**config.mk**
```make
export PLATFORM = sky130hd
export DESIGN_NAME = sample_serial_tx
export DESIGN_NICKNAME = d
export VERILOG_FILES = /design/src/rtl/sample_serial_pkg.sv /design/src/rtl/sample_bit_timer.sv /design/src/rtl/sample_serial_tx.sv
export SDC_FILE = /design/constraint.sdc
export NUM_CORES = 1
export LEC_CHECK = 0
export CORE_MARGIN = 1.5
export CORE_UTILIZATION = 45
export CTS_CLUSTER_SIZE = 28
export DETAILED_ROUTE_END_ITERATION = 10
export GPL_TIMING_DRIVEN = 0
export PLACE_DENSITY = 0.69
export SLEW_MARGIN = 0
export SYNTH_ARGS = -nofsm -noshare
export SYNTH_HDL_FRONTEND = slang
export SYNTH_SLANG_ARGS = --single-unit
```
**constraint.sdc**
```tcl
create_clock -name clk -period 1.55 [get_ports clk]
set_clock_uncertainty 0.2 [all_clocks]
set_input_delay 0.31 -clock clk [delete_from_list [all_inputs] [get_ports clk]]
set_output_delay 0.31 -clock clk [all_outputs]
set_load 0.03 [all_outputs]
```
**src/rtl/sample_serial_pkg.sv**
```systemverilog
// Shared definitions for the 1-bit sampled serial link (transmitter and receiver).
// Frame: start, data LSB-first, optional parity (SAMPLE_SERIAL_TX_PARITY_EN), stop.
package sample_serial_pkg;

   typedef enum logic [2:0] {
      IDLE   = 3'd0,
      START  = 3'd1,
      DATA   = 3'd2,
      PARITY = 3'd3,
      STOP   = 3'd4
   } state_t;

   localparam logic LINE_IDLE  = 1'b1;
   localparam logic LINE_START = 1'b0;
   localparam logic LINE_STOP  = 1'b1;

   // clog2 that never returns 0, so a counter of a 1-value range still has a bit
   function automatic int cnt_w(input int n);
      return (n <= 1) ? 1 : $clog2(n);
   endfunction

endpackage

```
**src/rtl/sample_bit_timer.sv**
```systemverilog
// Phase counter for one serial bit: counts 0..BIT_CYCLES-1, tick on the last phase.
module sample_bit_timer
   import sample_serial_pkg::*;
#(
   parameter int BIT_CYCLES = 2
) (
   input  logic clk,
   input  logic rst,
   input  logic clear,
   output logic tick
);

   localparam int PW = cnt_w(BIT_CYCLES);
   localparam logic [PW-1:0] LAST = PW'(BIT_CYCLES - 1);

   logic [PW-1:0] phase;

   assign tick = (phase == LAST);

   always_ff @(posedge clk or negedge rst) begin
      if (!rst) begin
         phase <= '0;
      end else if (clear || tick) begin
         phase <= '0;
      end else begin
         phase <= phase + 1'b1;
      end
   end

endmodule

```
**src/rtl/sample_serial_tx.sv**
```systemverilog
// Serial transmitter: start, data LSB-first, optional even parity, stop; each bit held
// BIT_CYCLES clocks. Parity bit is built only when SAMPLE_SERIAL_TX_PARITY_EN is defined.
module sample_serial_tx
   import sample_serial_pkg::*;
#(
   parameter int DATA_W     = 8,
   parameter int BIT_CYCLES = 2
) (
   input  logic              clk,
   input  logic              rst,
   input  logic [DATA_W-1:0] tx_data,
   input  logic              tx_valid,
   output logic              tx_ready,
   output logic              out,
   output logic              busy,
   output state_t            state
);

   localparam int BW = cnt_w(DATA_W + 1);
   localparam logic [BW-1:0] LAST_BIT = BW'(DATA_W - 1);

   state_t            state_q, state_d;
   logic [DATA_W-1:0] shift_q, shift_d;
   logic [BW-1:0]     bit_q, bit_d;
   logic              out_q, out_d;
   logic              tick;
   logic              accept;
`ifdef SAMPLE_SERIAL_TX_PARITY_EN
   logic              parity_q, parity_d;
`endif

   sample_bit_timer #(.BIT_CYCLES(BIT_CYCLES)) u_timer (
      .clk   (clk),
      .rst   (rst),
      .clear (state_q == IDLE),
      .tick  (tick)
   );

   // Handshake: a word transfers on any posedge with tx_valid && tx_ready; tx_ready
   // never depends on tx_valid, and the producer holds tx_data/tx_valid until then.
   assign tx_ready = (state_q == IDLE) || ((state_q == STOP) && tick);
   assign accept   = tx_valid && tx_ready;
   assign busy     = (state_q != IDLE);
   assign out      = out_q;
   assign state    = state_q;

   always_comb begin
      state_d = state_q;
      shift_d = shift_q;
      bit_d   = bit_q;
`ifdef SAMPLE_SERIAL_TX_PARITY_EN
      parity_d = parity_q;
      if (accept) parity_d = ^tx_data;
`endif
      case (state_q)
         IDLE: begin
            if (accept) begin
               state_d = START;
               shift_d = tx_data;
            end
         end
         START: begin
            if (tick) begin
               state_d = DATA;
               bit_d   = '0;
            end
         end
         DATA: begin
            if (tick) begin
               shift_d = shift_q >> 1;
               if (bit_q == LAST_BIT) begin
`ifdef SAMPLE_SERIAL_TX_PARITY_EN
                  state_d = PARITY;
`else
                  state_d = STOP;
`endif
               end else begin
                  bit_d = bit_q + 1'b1;
               end
            end
         end
`ifdef SAMPLE_SERIAL_TX_PARITY_EN
         PARITY: begin
            if (tick) state_d = STOP;
         end
`endif
         STOP: begin
            if (tick) begin
               if (accept) begin
                  state_d = START;
                  shift_d = tx_data;
               end else begin
                  state_d = IDLE;
               end
            end
         end
         default: state_d = IDLE;
      endcase
   end

   // Line level is decoded from the next state so out is a flop aligned with state_q
   always_comb begin
      out_d = LINE_IDLE;
      case (state_d)
         IDLE:   out_d = LINE_IDLE;
         START:  out_d = LINE_START;
         DATA:   out_d = shift_d[0];
`ifdef SAMPLE_SERIAL_TX_PARITY_EN
         PARITY: out_d = parity_d;
`endif
         STOP:   out_d = LINE_STOP;
         default: out_d = LINE_IDLE;
      endcase
   end

   always_ff @(posedge clk or negedge rst) begin
      if (!rst) begin
         state_q <= IDLE;
         shift_q <= '0;
         bit_q   <= '0;
         out_q   <= LINE_IDLE;
      end else begin
         state_q <= state_d;
         shift_q <= shift_d;
         bit_q   <= bit_d;
         out_q   <= out_d;
      end
   end

`ifdef SAMPLE_SERIAL_TX_PARITY_EN
   always_ff @(posedge clk or negedge rst) begin
      if (!rst) parity_q <= 1'b0;
      else      parity_q <= parity_d;
   end
`endif

endmodule

```
==> results.toml <==
[power_and_ir_drop]
p_sw_frac = 0.405
p_switching_mw = 1.14
powerDensity_nw_per_um2 = 1840
peakVddDrop_mv = 1.07
seq_power_share = 0.271
p_clk_frac = 0.086
p_comb_frac = 0.644
p_int_mw = 1.67
power_mw = 2.80
p_leak_nw = 0.668

[final_layout]
stdcell_count = 160
area_growth_pct = 66.4
fill_cells = 126
final_cell_mix = "buf_4 (16), buf_6 (13), dfrtp_1 (13)"
fin_area_um2 = 1520
drive_gt1_frac = 0.526
final_common_cell = "buf_4"
post-route-util = 0.785
diodes = 0
nets = 146

[grt]
grt_pass1_wl_um = 3570
track_usage = 0.229
grt_overflow = 0
antenna_found_initial = 0
first_global_vias = 823
grt_max_degree = 18

[clock_network]
htree_levels = 1
cts_buffers = 3
clock_latency_ns = 0.29
cts_tree = "done"
cts_buffer_depth = 2
cts_root_buffer = "clkbuf_4"
path_clk_slew_ns = 0.10
clock-sinks = 17
holdBufCountCts = 0

[routing]
antenna_left = 0
drt_iter0_markers = 16
wl_per_cell_um = 15.6
finalWirelength_um = 2500
vias_per_cell = 5.49
drt_pass1_iterations = 4
drc = 0
dr_total_vias = 879

[sta]
finalSetupTns_ns = -2.98
setup_viol = 17
setup_slack_ns = -0.347
worstMarginPinSlew_ns = 0.788
layout_min_cycle_time_ns = 1.90
max_freq_mhz = 527
hold_viol_final = 0
post-route-period-util = 1.22
rsz0062_at_grt = "true"
drv_slew = 0
maxSlewHeadroom = 0.473
hold_ws_ns = 0.268

[job]
cap_violations = 0

[floorplanning]
design.core.area_um2 = 1940
die_h_um = 48.1
start_util = 0.472
rows = 16
die_area_um2 = 2320
io_pins = 17
dieWidth_um = 48.1

[setup_path]
critPathCapture = "busy"
r2r_start = "state[2]"
r2r_slack_ns = -0.29
crit_required_ns = 1.04
worstSetupStartpoint = "state[2]"
end_kind = "primary output"
worstSetupStartpointType = "register"
critPathMaxFanout = 3
rr_endpoint = "bit_q[3]"
r2r_cells = 6
crit_arrival_ns = 1.39
critical_path_class = "reg -> out"

[synth]
synth_warnings = 0
syn_area_um2 = 916
synthesis.instances = 92
syn_nets = 104
synth.distinct_cells = 35
synth-seq-cells = 17
syn_area_per_cell_um2 = 9.96
yosysSeqAreaShare = 0.466

[outcome]
failed_checks = "setup timing"
status = "complete, but fails checks"

[placed_design]
placed_cell_area_um2 = 1150
dp_slack_ns = -0.555
dp.cells = 135
io_buffers = 16
hpwl_um = 1300
gp_congestion = 0.783

[hold_path]
hp-class = "in -> async"
cells by family (layout without fill, tap and decap cells):
family,count (synthesis),after routing,share of synthesized area
AOI/OAI and AO/OA,31,31,0.236
muxes,1,1,0.0123
DFF,17,17,0.466
buffers and inverters,13,54,0.0697
adders and majority gates,1,1,0.0137
and+or+nand+nor,29,29,0.202
critical path, cell delays in order (launching register included):
cell and delay [ns]:
dfrtp_2 0.43, buf_6 0.13, or3_4 0.39, buf_6 0.15
flip-flops by register name (all words and copies together) (netlist names):
register,count
out,1
state,3
bit_q,4
shift_q,8
u_timer.tick,1
metal layers:
layer,global-route usage,share of wire,vias up
li1,-,-,416
met1,0.300,0.44,434
met2,0.389,0.51,27
met3,0.0259,0.039,2
met4,0.0865,0.0060,0
met5,0,0,-
repair_timing:
action                     in CTS  in global routing
gates resized for setup        64                 20
pin swaps                      10                 10
setup endpoints to repair      20                 19
buffers inserted               19                  5
synth_stat cells, drive strengths merged:
library cell  instances  area, µm²
dfrtp                16        400
o21ai                11       55.1
a22oi                 7       52.6
inv                   7       26.3
nor2                  6       22.5
nor2b                 6       37.5
buf                   5       33.8
a21o                  3       22.5
a21oi                 3       15.0
a31oi                 2       12.5
and4bb                2       25.0
nand2                 2       7.51
nand3                 2       10.0
or3                   2       12.5
a2111oi               1       10.0
a221o                 1       10.0
a221oi                1       15.0
a22o                  1       8.76
and2b                 1       7.51
and3                  1       6.26
and3b                 1       8.76
clkbuf                1       3.75
dfstp                 1       26.3
ha                    1       12.5
mux2                  1       11.3
nand3b                1       7.51
nand4b                1       8.76
nor3                  1       5.00
nor3b                 1       12.5
o2bb2ai               1       15.0
or2                   1       6.26
or2b                  1       7.51
worst min path at each step:
stage,start,to,slack (ns),cells past startpoint
after detailed placement,shift_q[2],shift_q[1],0.30,2
after CTS,rst,u_timer.tick,0.29,1
final,rst,state[2],0.27,1
after global routing,shift_q[6],shift_q[5],0.33,2
after floorplan,rst,bit_q[0],-0.19,0
after global placement,shift_q[5],shift_q[4],0.29,2
area by class of cell:
type	instances	area (µm²)	area share
multi-input cells	62	589	0.387
inverters	7	26.3	0.0172
well taps	27	33.8	0.0222
plain buffers	4	41.3	0.0271
clock buffers	4	26.3	0.0172
flip-flops and latches	17	430	0.282
repair buffers	39	377	0.247
power groups by stage:
stage	Clock (mW)	Combinational, mW	Sequential, mW
finish	0.240	1.80	0.759
floorplan	0	0.748	0.798
global route	0.263	1.93	0.773
detailed placement	0	1.11	0.748
global placement	0	1.09	0.743
CTS	0.244	1.62	0.749
(Power assumes the default switching activity.)
